**config.mk**
```make
export PLATFORM = sky130hd
export DESIGN_NAME = dcache_store_buffer_flat
export DESIGN_NICKNAME = d
export VERILOG_FILES = /design/src/rtl/dcache_store_buffer_if.sv /design/src/rtl/dcache_store_buffer.sv /design/src/flat_wrapper.sv
export SDC_FILE = /design/constraint.sdc
export NUM_CORES = 1
export LEC_CHECK = 0
export ABC_AREA = 1
export CORE_MARGIN = 2
export CORE_UTILIZATION = 25
export DETAILED_ROUTE_END_ITERATION = 6
export REMOVE_ABC_BUFFERS = 1
export SKIP_LAST_GASP = 1
export SYNTH_ARGS = -nofsm -noshare
export SYNTH_HDL_FRONTEND = slang
export SYNTH_SLANG_ARGS = --single-unit
```
**constraint.sdc**
```tcl
create_clock -name clk -period 17.55 [get_ports clk]
set_input_delay 5.265 -clock clk [delete_from_list [all_inputs] [get_ports clk]]
set_output_delay 5.265 -clock clk [all_outputs]
set_load 0.01 [all_outputs]
```
**src/rtl/dcache_store_buffer_if.sv**
```systemverilog
// Store-buffer interface: M1 enqueue, commit/flush control, cache drain port and load-forward lookups.
// The buffer connects through the slave modport; the M1/cache side uses master.
interface dcache_store_buffer_if #(
  parameter int ADDR_W   = 32,
  parameter int DATA_W   = 32,
  parameter int LD_PORTS = 1,
  parameter int WAY_W    = 2
) ();
  localparam int NB = DATA_W / 8;

  logic                         flush_i;
  logic                         enq_valid_i;
  logic                         enq_ready_o;
  logic [ADDR_W-1:0]            enq_addr_i;
  logic [DATA_W-1:0]            enq_data_i;
  logic [NB-1:0]                enq_strb_i;
  logic                         enq_uncached_i;
  logic [WAY_W-1:0]             enq_way_i;
  logic                         commit_i;
  logic                         drain_valid_o;
  logic                         drain_ready_i;
  logic [ADDR_W-1:0]            drain_addr_o;
  logic [DATA_W-1:0]            drain_data_o;
  logic [NB-1:0]                drain_strb_o;
  logic                         drain_uncached_o;
  logic [WAY_W-1:0]             drain_way_o;
  logic [LD_PORTS*ADDR_W-1:0]   ld_addr_i;
  logic [LD_PORTS*DATA_W-1:0]   ld_fwd_data_o;
  logic [LD_PORTS*NB-1:0]       ld_fwd_mask_o;
  logic [LD_PORTS-1:0]          ld_uc_hit_o;
  logic                         full_o;
  logic                         empty_o;

  modport slave (
    input  flush_i, enq_valid_i, enq_addr_i, enq_data_i, enq_strb_i, enq_uncached_i,
           enq_way_i, commit_i, drain_ready_i, ld_addr_i,
    output enq_ready_o, drain_valid_o, drain_addr_o, drain_data_o, drain_strb_o,
           drain_uncached_o, drain_way_o, ld_fwd_data_o, ld_fwd_mask_o, ld_uc_hit_o,
           full_o, empty_o
  );

  modport master (
    output flush_i, enq_valid_i, enq_addr_i, enq_data_i, enq_strb_i, enq_uncached_i,
           enq_way_i, commit_i, drain_ready_i, ld_addr_i,
    input  enq_ready_o, drain_valid_o, drain_addr_o, drain_data_o, drain_strb_o,
           drain_uncached_o, drain_way_o, ld_fwd_data_o, ld_fwd_mask_o, ld_uc_hit_o,
           full_o, empty_o
  );
endinterface

```
**src/rtl/dcache_store_buffer.sv**
```systemverilog
// In-order store buffer: speculative/committed stores in a circular queue,
// in-order drain of committed entries, byte-merged forwarding to load ports.
module dcache_store_buffer #(
  parameter int SB_DEPTH = 4,
  parameter int ADDR_W   = 32,
  parameter int DATA_W   = 32,
  parameter int LD_PORTS = 1,
  parameter int WAY_W    = 2
) (
  input logic                    clk,
  input logic                    rst_n,
  dcache_store_buffer_if.slave   sb
);
  localparam int NB    = DATA_W / 8;
  localparam int IDX_W = $clog2(SB_DEPTH);
  localparam int PTR_W = IDX_W + 1;
  localparam int OFF_W = $clog2(NB);

  typedef struct packed {
    logic [ADDR_W-1:0] addr;
    logic [DATA_W-1:0] data;
    logic [NB-1:0]     strb;
    logic              uncached;
    logic [WAY_W-1:0]  way;
  } entry_t;

  entry_t            mem_q [SB_DEPTH];
  entry_t            enq_entry;
  entry_t            head_entry;
  logic [PTR_W-1:0]  head_q, head_d, cptr_q, cptr_d, tail_q, tail_d;
  logic [PTR_W-1:0]  count;
  logic              full, empty, drain_valid;
  logic              enq_fire, commit_ok, drain_fire;

  logic [LD_PORTS*DATA_W-1:0] fwd_data;
  logic [LD_PORTS*NB-1:0]     fwd_mask;
  logic [LD_PORTS-1:0]        uc_hit;

  // Pointers carry an extra wrap bit so full and empty stay distinguishable.
  assign count       = tail_q - head_q;
  assign full        = (tail_q[IDX_W-1:0] == head_q[IDX_W-1:0]) && (tail_q[IDX_W] != head_q[IDX_W]);
  assign empty       = (tail_q == head_q);
  assign drain_valid = (head_q != cptr_q);

  assign enq_fire   = sb.enq_valid_i && !full && !sb.flush_i;
  assign commit_ok  = sb.commit_i && (cptr_q != tail_q);
  assign drain_fire = drain_valid && sb.drain_ready_i;

  // NOTE: combinational next-state uses blocking '=', the registers below use '<='.
  always_comb begin
    head_d = head_q + PTR_W'(drain_fire);
    cptr_d = cptr_q + PTR_W'(commit_ok);
    tail_d = sb.flush_i ? cptr_d : tail_q + PTR_W'(enq_fire);
  end

  always_ff @(posedge clk) begin
    if (!rst_n) begin
      head_q <= '0;
      cptr_q <= '0;
      tail_q <= '0;
    end else begin
      head_q <= head_d;
      cptr_q <= cptr_d;
      tail_q <= tail_d;
    end
  end

  assign enq_entry = '{addr:     sb.enq_addr_i,
                       data:     sb.enq_data_i,
                       strb:     sb.enq_strb_i,
                       uncached: sb.enq_uncached_i,
                       way:      sb.enq_way_i};

  // NOTE: entry storage has no reset; occupancy is defined purely by the pointers.
  always_ff @(posedge clk) begin
    if (enq_fire) mem_q[tail_q[IDX_W-1:0]] <= enq_entry;
  end

  assign head_entry = mem_q[head_q[IDX_W-1:0]];

  // Walk oldest to youngest so a younger matching byte overwrites an older one.
  // NOTE: every output is defaulted first so no latch is inferred.
  always_comb begin : fwd_lookup
    logic [PTR_W-1:0]        slot;
    logic [ADDR_W-OFF_W-1:0] ld_word;
    entry_t                  e;
    fwd_data = '0;
    fwd_mask = '0;
    uc_hit   = '0;
    slot     = '0;
    ld_word  = '0;
    e        = '0;
    for (int p = 0; p < LD_PORTS; p++) begin
      ld_word = sb.ld_addr_i[p*ADDR_W+OFF_W +: ADDR_W-OFF_W];
      for (int i = 0; i < SB_DEPTH; i++) begin
        slot = head_q + PTR_W'(i);
        e    = mem_q[slot[IDX_W-1:0]];
        if ((PTR_W'(i) < count) && (e.addr[ADDR_W-1:OFF_W] == ld_word)) begin
          if (e.uncached) begin
            uc_hit[p] = 1'b1;
          end else begin
            for (int b = 0; b < NB; b++) begin
              if (e.strb[b]) begin
                fwd_data[(p*NB+b)*8 +: 8] = e.data[b*8 +: 8];
                fwd_mask[p*NB+b]          = 1'b1;
              end
            end
          end
        end
      end
    end
  end

  assign sb.enq_ready_o      = !full;
  assign sb.full_o           = full;
  assign sb.empty_o          = empty;
  assign sb.drain_valid_o    = drain_valid;
  assign sb.drain_addr_o     = head_entry.addr;
  assign sb.drain_data_o     = head_entry.data;
  assign sb.drain_strb_o     = head_entry.strb;
  assign sb.drain_uncached_o = head_entry.uncached;
  assign sb.drain_way_o      = head_entry.way;
  assign sb.ld_fwd_data_o    = fwd_data;
  assign sb.ld_fwd_mask_o    = fwd_mask;
  assign sb.ld_uc_hit_o      = uc_hit;

  // A commit with nothing left to commit is a pipeline bug upstream; it is ignored here.
  commit_has_target: assert property (@(posedge clk) disable iff (!rst_n)
                                      sb.commit_i |-> (cptr_q != tail_q))
    else $warning("store buffer: commit with no uncommitted entry ignored");
endmodule

```
**src/flat_wrapper.sv**
```systemverilog
// flat-port wrapper written by rule: the top's interface ports become plain ports
module dcache_store_buffer_flat 
#(
  parameter int SB_DEPTH = 4,
  parameter int ADDR_W   = 32,
  parameter int DATA_W   = 32,
  parameter int LD_PORTS = 1,
  parameter int WAY_W    = 2
)
  (clk, rst_n, sb_flush_i, sb_enq_valid_i, sb_enq_addr_i, sb_enq_data_i, sb_enq_strb_i, sb_enq_uncached_i, sb_enq_way_i, sb_commit_i, sb_drain_ready_i, sb_ld_addr_i, sb_enq_ready_o, sb_drain_valid_o, sb_drain_addr_o, sb_drain_data_o, sb_drain_strb_o, sb_drain_uncached_o, sb_drain_way_o, sb_ld_fwd_data_o, sb_ld_fwd_mask_o, sb_ld_uc_hit_o, sb_full_o, sb_empty_o);
  dcache_store_buffer_if #(.ADDR_W(ADDR_W), .DATA_W(DATA_W), .LD_PORTS(LD_PORTS), .WAY_W(WAY_W)) sb_i ();
  input logic clk;
  input logic rst_n;
  input wire logic [$bits(sb_i.flush_i)-1:0] sb_flush_i;
  input wire logic [$bits(sb_i.enq_valid_i)-1:0] sb_enq_valid_i;
  input wire logic [$bits(sb_i.enq_addr_i)-1:0] sb_enq_addr_i;
  input wire logic [$bits(sb_i.enq_data_i)-1:0] sb_enq_data_i;
  input wire logic [$bits(sb_i.enq_strb_i)-1:0] sb_enq_strb_i;
  input wire logic [$bits(sb_i.enq_uncached_i)-1:0] sb_enq_uncached_i;
  input wire logic [$bits(sb_i.enq_way_i)-1:0] sb_enq_way_i;
  input wire logic [$bits(sb_i.commit_i)-1:0] sb_commit_i;
  input wire logic [$bits(sb_i.drain_ready_i)-1:0] sb_drain_ready_i;
  input wire logic [$bits(sb_i.ld_addr_i)-1:0] sb_ld_addr_i;
  output wire logic [$bits(sb_i.enq_ready_o)-1:0] sb_enq_ready_o;
  output wire logic [$bits(sb_i.drain_valid_o)-1:0] sb_drain_valid_o;
  output wire logic [$bits(sb_i.drain_addr_o)-1:0] sb_drain_addr_o;
  output wire logic [$bits(sb_i.drain_data_o)-1:0] sb_drain_data_o;
  output wire logic [$bits(sb_i.drain_strb_o)-1:0] sb_drain_strb_o;
  output wire logic [$bits(sb_i.drain_uncached_o)-1:0] sb_drain_uncached_o;
  output wire logic [$bits(sb_i.drain_way_o)-1:0] sb_drain_way_o;
  output wire logic [$bits(sb_i.ld_fwd_data_o)-1:0] sb_ld_fwd_data_o;
  output wire logic [$bits(sb_i.ld_fwd_mask_o)-1:0] sb_ld_fwd_mask_o;
  output wire logic [$bits(sb_i.ld_uc_hit_o)-1:0] sb_ld_uc_hit_o;
  output wire logic [$bits(sb_i.full_o)-1:0] sb_full_o;
  output wire logic [$bits(sb_i.empty_o)-1:0] sb_empty_o;
  assign sb_i.flush_i = sb_flush_i;
  assign sb_i.enq_valid_i = sb_enq_valid_i;
  assign sb_i.enq_addr_i = sb_enq_addr_i;
  assign sb_i.enq_data_i = sb_enq_data_i;
  assign sb_i.enq_strb_i = sb_enq_strb_i;
  assign sb_i.enq_uncached_i = sb_enq_uncached_i;
  assign sb_i.enq_way_i = sb_enq_way_i;
  assign sb_i.commit_i = sb_commit_i;
  assign sb_i.drain_ready_i = sb_drain_ready_i;
  assign sb_i.ld_addr_i = sb_ld_addr_i;
  assign sb_enq_ready_o = sb_i.enq_ready_o;
  assign sb_drain_valid_o = sb_i.drain_valid_o;
  assign sb_drain_addr_o = sb_i.drain_addr_o;
  assign sb_drain_data_o = sb_i.drain_data_o;
  assign sb_drain_strb_o = sb_i.drain_strb_o;
  assign sb_drain_uncached_o = sb_i.drain_uncached_o;
  assign sb_drain_way_o = sb_i.drain_way_o;
  assign sb_ld_fwd_data_o = sb_i.ld_fwd_data_o;
  assign sb_ld_fwd_mask_o = sb_i.ld_fwd_mask_o;
  assign sb_ld_uc_hit_o = sb_i.ld_uc_hit_o;
  assign sb_full_o = sb_i.full_o;
  assign sb_empty_o = sb_i.empty_o;
  dcache_store_buffer #(.SB_DEPTH(SB_DEPTH), .ADDR_W(ADDR_W), .DATA_W(DATA_W), .LD_PORTS(LD_PORTS), .WAY_W(WAY_W)) u_core (.clk(clk), .rst_n(rst_n), .sb(sb_i));
endmodule
```
* Word-level counts from Yosys, hierarchy flattened
Memory sizes are Yosys's and may differ from the RTL's. A register that Yosys moved wholly into a read port is not among the register bits.
Index checks and enable logic that the tools add are counted.
** Storage, ports and cells
- Flip-flop bits (word level) :: 9
- Bits in writable memories :: 284
- Output and inout bits :: 112
- Memories kept :: 1
** Cells by class
- Add/subtract/negate cells :: 7
- Order comparisons :: 4
- Eq/ne operators :: 9
- Multiplexer cells :: 60
- Reduce and logical (&&, ||, !) cells :: 11
** Memory list
- u_core.mem_q :: words 4, width 71, rd ports 4, clocked after Yosys merged registers in 1, wr ports 1, RTL line dcache_store_buffer.sv:27 : entry_t mem_q [SB_DEPTH];
** Operators by type and width (count)
- $mux W32 :: 8
- $mux W8 :: 16
- $eq A30 B30 Y1 :: 4
- $mux W4 :: 8
- $mux W1 :: 26
- $add A3 B1 Y3 :: 3
- $logic_and A1 B1 Y1 :: 9
- $lt A1 B3 Y1 const A :: 2
- $lt A2 B3 Y1 const A :: 2
- $ne A3 B3 Y1 :: 2
- $add A2 B2 Y2 const B :: 2
- $eq A3 B3 Y1 :: 1
- $mux W3 :: 1
- $sub A3 B3 Y3 :: 1
- $add A2 B1 Y2 const B :: 1
- $eq A2 B2 Y1 :: 1
- $logic_not A1 Y1 :: 2
- $mux W2 :: 1
- $ne A1 B1 Y1 :: 1

* Logic depth before layout (Yosys ltp)
Gate-level depths: netlist of run 1.
- Depth in word-level cells :: 13
- Gate-level depth with buffers :: 22

* Worst setup path after synthesis of run 1
Ideal clock, no wire load.
- Path type :: input-to-output
- Start point :: in sb_ld_addr_i[7]
- End point :: out sb_ld_fwd_data_o[23]
- Data arrival time :: 6.523 ns
- Setup slack :: 5.762 ns
- Cell stages on the path :: 14
- Path buffers :: 1
- Cells stage by stage :: inv_1 > nand3_1 > and2_1 > nand2_1 > nor2_1 > nand2_1 > nor2_4 > nand3_4 > buf_2 > nand2_1 > inv_1 > nand2_1 > nand2_1 > nand2_1
** On the way
- Longest elaborated chain between the ends :: 12
- Elaborated cells between the ends (all ways) :: 18
** Ends and longest elaborated chain
- start: declaration :: RTL line flat_wrapper.sv:23 : input wire logic [$bits(sb_i.ld_addr_i)-1:0] sb_ld_addr_i;
- $eq A30 B30 Y1 :: RTL line dcache_store_buffer.sv:98 : if ((PTR_W'(i) < count) && (e.addr[ADDR_W-1:OFF_W] == ld_word)) begin
- $logic_and A1 B1 Y1 :: RTL line dcache_store_buffer.sv:98
- $mux W32 :: RTL line dcache_store_buffer.sv:98
- $mux W8 :: RTL line dcache_store_buffer.sv:103 : if (e.strb[b]) begin
- $mux W32 :: RTL line dcache_store_buffer.sv:99 : if (e.uncached) begin
- $mux W32 :: RTL line dcache_store_buffer.sv:98
- $mux W8 :: RTL line dcache_store_buffer.sv:103
- $mux W32 :: RTL line dcache_store_buffer.sv:99
- $mux W32 :: RTL line dcache_store_buffer.sv:98
- $mux W8 :: RTL line dcache_store_buffer.sv:103
- $mux W32 :: RTL line dcache_store_buffer.sv:99
- $mux W32 * :: RTL line dcache_store_buffer.sv:98
- end: declaration :: RTL line flat_wrapper.sv:31 : output wire logic [$bits(sb_i.ld_fwd_data_o)-1:0] sb_ld_fwd_data_o;
Every way passes the cells marked *; elsewhere a longest branch is shown, timed or not.

* Worst setup path after layout of run 1
- Start point :: in sb_ld_addr_i[2]
- End point :: out sb_ld_fwd_data_o[30]
Same word-level chain as after synthesis.

==> summary.md, run 1 <==
| Metric | Value |
|---|---|
| Cts repair resizes | `0` |
| Worst min path class | `flop to flop` |
| RSZ-0062 raised after global routing | `false` |
| Slew Limit Fails | `0` |
| Hold worst-path end | `u_core.head_q[2]$_SDFF_PN0_` |
| Htree depth | `2` |
| Pwr Total | `3.06 mW` |
| IO Port Bufs | `218` |
| Endpoints failing setup | `0` |
| Number of synthesized flops with an enable pin | `284` |
| R2r setup slk | `13.32 ns` |
| Clk_lat worst skew | `0.55 ns` |
| Post-DRT Antenna Nets | `0` |
| Pin count of the biggest net entering global routing | `240` |
| Max_slew headroom | `18.9%` |
| Clock Sink Count | `293` |
| Crit share post-route | `79.5%` |
| Die ar. | `82400 sq um` |
| Die width | `287 um` |
| Critical Path Source Type | `primary input` |
| Syn Std Cell Area | `20000 sq um` |
| Most used flip-flop cell after synthesis | `edfxtp_1` |
| Crit path top cell by count | `nand2_1` |
| DRT Wirelength | `65700 um` |
| Post-synthesis sequential area ratio | `43.5%` |
| Leakage | `10.3 nW` |
| Grt ovf | `0` |
| Initial core utilization | `25.3%` |
| Core Util, Final | `30.4%` |
| Total Routing Usage GR | `15.6%` |
| Critical path's slowest cell | `nor2_8` |
| Ports | `221` |
| Synthesized area per cell | `7.19 sq um` |
| Slowest Stage Delay on Critical Path | `0.64 ns` |
| Num CTS Buffers | `37` |
| Synthesized instance count | `2786` |
| Setup Buffers After CTS | `0` |
| Worst R2R Start | `u_core.head_q[1]$_SDFF_PN0_` |
| CTS tree | `built` |
| Crit-path cells | `clkdlybuf4s50_1, inv_1, nand2_1, nand2_1, nor2_1, nand2_1, nor2_1, nand2_1, nor2_8, nand2_2, nand3_1, nand2_1, nand2_1, nand2_1, clkdlybuf4s50_1` |
| Least-Margin Pin Slew | `1.22 ns` |
| FF-to-FF End | `u_core.mem_q[3][35]$_DFFE_PP_` |
| HPWL Detailed | `45000 um` |
| Endpoints failing hold | `0` |
| Fmax | `71.6 MHz` |
| Synth warn | `0` |
| Final min period | `13.96 ns` |
| Fillcell total | `8450` |
| Max_cap viols | `0` |
| Vias/cell | `4.57` |
| Gpl congestion | `0.919` |
| Cell Rows | `103` |
| Synth unique cells | `44` |
| Hold_buf cts | `0` |
| Async S/R FF share, synth | `0%` |
| DRC errors left | `0` |
| Max IR drop VDD | `114 uV` |
| Core area | `79100 sq um` |
| Pwr Density | `127 nW/um^2` |
| Hold Path Cell Cnt | `2` |
| Yosys reg bits | `293` |
| Status | `complete, no violations` |
| DRT iter0 DRCs | `1420` |
| Fin nets | `3051` |
| CTS max path bufs | `3` |
| CTS root buffer | `clkbuf_16` |
| Critical path peak fanout | `37` |
| Wirelength per Cell | `16.4 um` |
| Reg2Reg Depth | `9` |
| P&R area growth vs syn | `20.3%` |
| Die Height | `287 um` |
| First-pass GRT wire length | `98400 um` |
| DR vias | `18325` |
| WP data required | `12.28 ns` |
| Vias in the first global route | `16790` |
| Clk_skew | `0.0211 ns` |
| Setup CP Type | `primary input to primary output` |
| Hold Crit Start | `u_core.head_q[2]$_SDFF_PN0_` |
| Antenna violations before repair | `12` |
| CP Capture Type | `primary output` |
| Layout cells sized above 1 | `3.99%` |
| Clk slew on worst S/H paths | `0.05 ns` |
| WP data arrival | `8.70 ns` |
| Pre-Repair DR Iteration Count | `6` |
==> final cells by class <==
type | instances | area [sq um] | area share (%)
clock inverters | 16 | 175 | 0.727
clock buffers | 48 | 977 | 4.06
repair buffers | 238 | 2340 | 9.73
diodes | 3 | 7.51 | 0.0312
multi-input cells | 2095 | 9550 | 39.6
flip-flops and latches | 293 | 8720 | 36.2
inverters | 268 | 1010 | 4.20
well taps | 1050 | 1310 | 5.45
==> cell families after synthesis <==
logic type	Yosys count	synth area share, %
simple gates	1689	34.5
buf+inv	398	8.98
compound gates	323	8.81
flops	293	43.5
mux	60	3.00
xor+xnor	14	0.612
fa+ha+maj	9	0.600
==> placed cells by master, fill, tap and decap left out, types with 8 or more instances in the layout <==
master           count
buf_4               19
clkbuf_1            10
clkbuf_16           37
clkdlybuf4s50_1    218
edfxtp_1           284
ha_1                 8
inv_1              259
mux2i_1             60
nand2_1           1233
nand3_1            277
nand4_1             10
nor2_1             125
o211ai_1            16
o21ai_0            250
o21ai_1             33
xor2_1              10
==> Yosys cell counts (5+ instances only) <==
| library cell | count | area share, % |
|---|---|---|
| nand2_1 | 1234 | 23 |
| edfxtp_1 | 284 | 43 |
| nand3_1 | 277 | 6.9 |
| inv_1 | 259 | 4.9 |
| o21ai_0 | 250 | 6.2 |
| nor2_1 | 125 | 2.3 |
| mux2i_1 | 60 | 3.0 |
| buf_2 | 49 | 1.2 |
| clkbuf_1 | 35 | 0.66 |
| o21ai_1 | 33 | 0.82 |
| buf_6 | 25 | 1.4 |
| o211ai_1 | 16 | 0.60 |
| buf_4 | 11 | 0.41 |
| nand4_1 | 10 | 0.31 |
| xor2_1 | 10 | 0.44 |
| buf_1 | 9 | 0.17 |
| dfxtp_1 | 9 | 0.90 |
| ha_1 | 8 | 0.50 |
| inv_2 | 8 | 0.15 |
| nor3_1 | 7 | 0.17 |
| nand2_2 | 6 | 0.19 |
| nor2_4 | 6 | 0.34 |
| nor2_2 | 5 | 0.16 |
==> power by group <==
| group | switching [mW] | internal, mW | total (mW) |
|---|---|---|---|
| Clock | 0.292 | 0.449 | 0.741 |
| Sequential | 0.0332 | 0.796 | 0.829 |
| Combinational | 0.986 | 0.502 | 1.49 |
==> worst max-delay path: cells and delay by family <==
kind	cells	cell delay, ns
and+or+nand+nor	12	2.16
buffers and inverters	3	1.22
==> stage by stage <==
step | hold slack [ns] | worst slack (ns) | setup TNS, ns | cell area, sq um | cells
final | 0.613 | 3.59 | 0 | 24100 | 4011
after global routing | 0.690 | 3.42 | 0 | 24100 | 4008
after CTS | 0.614 | 3.61 | 0 | 24100 | 4008
after detailed placement | 0.599 | 3.61 | 0 | 22900 | 3944
after global placement | 0.589 | 3.62 | 0 | 22900 | 3944
after floorplan | 0.556 | -1.29 | -45.62 | 19200 | 2656
==> state kept, by name, summed over array words and instances (netlist names) <==
register / flops
u_core.mem_q: 284
u_core.cptr_q: 3
u_core.head_q: 3
u_core.tail_q: 3
==> how the worst max path moves through the flow <==
stage,from,endpoint,slack (ns)
after detailed placement,sb_ld_addr_i[25],sb_ld_fwd_data_o[24],3.61
after global placement,sb_ld_addr_i[25],sb_ld_fwd_data_o[24],3.62
after CTS,sb_ld_addr_i[25],sb_ld_fwd_data_o[24],3.61
after global routing,sb_ld_addr_i[2],sb_ld_fwd_data_o[30],3.42
after floorplan,u_core.head_q[0]$_SDFF_PN0_,sb_ld_fwd_data_o[24],-1.29
final,sb_ld_addr_i[2],sb_ld_fwd_data_o[30],3.59
==> metal layers <==
| metal | part of all wire [%] | up-vias | track usage, % |
|---|---|---|---|
| met1 | 44 | 8379 | 19.5 |
| met4 | 3.2 | 20 | 5.29 |
| met2 | 47 | 454 | 26.5 |
| li1 | - | 9353 | - |
| met3 | 6.2 | 119 | 3.57 |
| met5 | 0.19 | - | 0 |
Power figures use the tool's default switching activity.
==> run 2: changes to the inputs <==
==> constraint.sdc (replaced) <==
create_clock -name clk -period 12.7 [get_ports clk]
set_input_delay 3.81 -clock clk [delete_from_list [all_inputs] [get_ports clk]]
set_output_delay 3.81 -clock clk [all_outputs]
set_load 0.01 [all_outputs]
==> run 2 against run 1 <==
Net effect: combinational power increased by 38%; sequential power increased by 38%; sequential cell count unchanged; global-route usage about the same; first-iteration DRC count decreased by 16%; total power increased by 40%; cell count about the same; die area unchanged.
==> summary.md, run 2 (synthesis results as in run 1) <==
| Metric | Value |
|---|---|
| Ports | `221 (unchanged)` |
| Pre-Repair DR Iteration Count | `5 (-1)` |
| DRC errors left | `0 (unchanged)` |
| WP data required | `8.89 ns (-3.39 ns)` |
| Final min period | `11.09 ns` |
| DR vias | `18357 (+0.17%)` |
| Number of flip-flops in the largest register | `284 (unchanged)` |
| Fin nets | `3052 (+0.033%)` |
| Post-Route Setup TNS | `0 ns (unchanged)` |
| Clk slew on worst S/H paths | `0.06 ns (about the same)` |
| IO Port Bufs | `218 (unchanged)` |
| Die Height | `287 um (unchanged)` |
| RSZ-0062 raised after global routing | `false` |
| Comb power frac | `48.3% (-0.3 points)` |
| Wirelength per Cell | `16.3 um (-0.53%)` |
| Die width | `287 um (unchanged)` |
| CP Capture Type | `primary output` |
| Clk_lat worst skew | `0.57 ns (+0.02 ns)` |
| Leakage | `10.4 nW (+0.35%)` |
| Antenna violations before repair | `11 (-1)` |
| Vias/cell | `4.57 (about the same)` |
| Slew Limit Fails | `0 (unchanged)` |
| Initial core utilization | `25.3% (unchanged)` |
| Critical path peak fanout | `11 (-70%)` |
| Most frequent cells in the layout | `nand2_1 (1233), edfxtp_1 (284), nand3_1 (277)` |
| Cts repair resizes | `0 (unchanged)` |
| WP buf/inv | `4 (+1)` |
| Critical Path Source Type | `primary input` |
| Max_cap viols | `0 (unchanged)` |
| Hold_buf cts | `0 (unchanged)` |
| Clk_skew | `0.0222 ns (+0.00114 ns)` |
| Sequential power share | `26.6% (-0.5 points)` |
| CTS max path bufs | `3 (unchanged)` |
| Core area | `79100 sq um (unchanged)` |
| Setup Buffers After CTS | `0 (unchanged)` |
| Most common cell after layout, fill and taps aside | `nand2_1` |
| DRT Wirelength | `65400 um (-0.43%)` |
| Layout cells sized above 1 | `4.32% (+0.33 points)` |
| Pwr Total | `4.27 mW (+40%)` |
| Least-Margin Pin Slew | `1.23 ns (+0.0102 ns)` |
| Core Util, Final | `30.5% (+0.098 points)` |
| Num CTS Buffers | `38 (+2.7%)` |
| Clock Sink Count | `293 (unchanged)` |
| R2r setup slk | `8.02 ns (-5.30 ns)` |
| Fmax | `90.2 MHz` |
| Setup CP Type | `primary input to primary output` |
| Status | `complete, no violations` |
| CTS tree | `built` |
| Sw Ratio | `43.1% (+0.17 points)` |
| Gpl congestion | `0.905 (-1.6%)` |
| Cell Int Power | `2.43 mW (+39%)` |
| CTS root buffer | `clkbuf_16` |
| Htree depth | `2 (unchanged)` |
| WP data arrival | `7.28 ns (-1.42 ns)` |
| Vias in the first global route | `17165 (+2.2%)` |
| HPWL Detailed | `44400 um (-1.3%)` |
| Crit path top cell by count | `nand2_1` |
| Total Routing Usage GR | `15.7% (+0.020 points)` |
| Clock power frac | `25.1% (+0.9 points)` |
| Critical path's slowest cell | `clkdlybuf4s50_1` |
| Endpoints failing hold | `0 (unchanged)` |
| Crit share post-route | `87.3%` |
| Cell Rows | `103 (unchanged)` |
| Fillcell total | `8428 (-0.26%)` |
| Max IR drop VDD | `120 uV (+6.1%)` |
| Die ar. | `82400 sq um (unchanged)` |
| P&R area growth vs syn | `20.7%` |
| DRT iter0 DRCs | `1186 (-16%)` |
| Grt ovf | `0 (unchanged)` |
| Worst min path class | `flop to flop` |
| Post-DRT Antenna Nets | `0 (unchanged)` |
| Pwr Density | `177 nW/um^2 (+39%)` |
| Switch Pwr | `1.84 mW (+40%)` |
| Crit-path cells | `clkdlybuf4s50_1, inv_1, nand3_1, nand4_1, nor2_1, nand2_1, nor2_2, nand3_1, inv_1, nand2_1, nand2_1, clkdlybuf4s50_1` |
| Family with the most delay on the worst path | `buffers and inverters` |
| Endpoints failing setup | `0 (unchanged)` |
| Pin count of the biggest net entering global routing | `235 (-2.1%)` |
| Max_slew headroom | `18.2% (-0.68 points)` |
| First-pass GRT wire length | `98900 um (+0.52%)` |
| Slowest Stage Delay on Critical Path | `0.61 ns (-0.03 ns)` |
## run 2: changes by cell type in the layout (fill, tap and decap cells not counted)
cell	change
clkbuf_16	+1
diode_2	-2
clkinvlp_4	+2
clkinv_1	-3
clkbuf_1	-1
clkinv_2	+1
clkinv_8	+1
inv_6	+3
clkinv_4	+2
clkbuf_8	-1
inv_4	+1
## run 2: metrics by stage
step | hold WS [ns] | worst slack, ns | area, sq um | cells
floorplan | 0.556 | -4.68 | 19200 | 2656
global placement | 0.583 | 1.68 | 22900 | 3944
detailed placement | 0.602 | 1.68 | 22900 | 3944
CTS | 0.616 | 1.68 | 24200 | 4014
global route | 0.661 | 1.45 | 24200 | 4015
finish | 0.610 | 1.61 | 24200 | 4015
## run 2: path summary, 6_finish.rpt
| kind | from | endpoint | cells after the start |
|---|---|---|---|
| worst max-delay path | sb_ld_addr_i[25] | sb_ld_fwd_data_o[27] | 12 |
| worst min-delay path | u_core.head_q[2]$_SDFF_PN0_ | u_core.head_q[2]$_SDFF_PN0_ | 2 |
| worst max register to register | u_core.head_q[0]$_SDFF_PN0_ | u_core.mem_q[3][9]$_DFFE_PP_ | 9 |
| worst min register to register | u_core.head_q[2]$_SDFF_PN0_ | u_core.head_q[2]$_SDFF_PN0_ | 2 |
## run 2: power groups by stage
| stage | Clock (mW) | Sequential, mW | Combinational [mW] |
|---|---|---|---|
| 2_1_floorplan | 0 | 1.25 | 1.40 |
| 3_3_place_gp | 0 | 1.16 | 2.05 |
| 3_5_place_dp | 0 | 1.16 | 2.06 |
| 4_1_cts | 1.11 | 1.14 | 2.07 |
| 5_1_grt | 1.14 | 1.14 | 2.34 |
| 6_report | 1.07 | 1.14 | 2.06 |
## run 2: tightest hold or removal path: stages (launching register included)
cell,delay [ns]
dfxtp_1,0.36
xnor2_1,0.15
nor2_1,0.07
## run 2: routing by layer
| layer | share of wire [%] | GRT usage [%] | vias to the layer above |
|---|---|---|---|
| li1 | - | - | 9375 |
| met1 | 44 | 20.0 | 8368 |
| met2 | 46 | 26.1 | 468 |
| met3 | 6.2 | 3.38 | 130 |
| met4 | 3.2 | 5.25 | 16 |
| met5 | 0.16 | 0 | - |
## run 2: cell type report
type | count | area, sq um | share of cell area, %
multi-input cells | 2095 | 9550 | 39.5
clock buffers | 47 | 985 | 4.07
inverters | 268 | 1010 | 4.18
repair buffers | 238 | 2340 | 9.70
diodes | 1 | 2.50 | 0.0104
clock inverters | 23 | 250 | 1.04
well taps | 1050 | 1310 | 5.44
flip-flops and latches | 293 | 8720 | 36.1
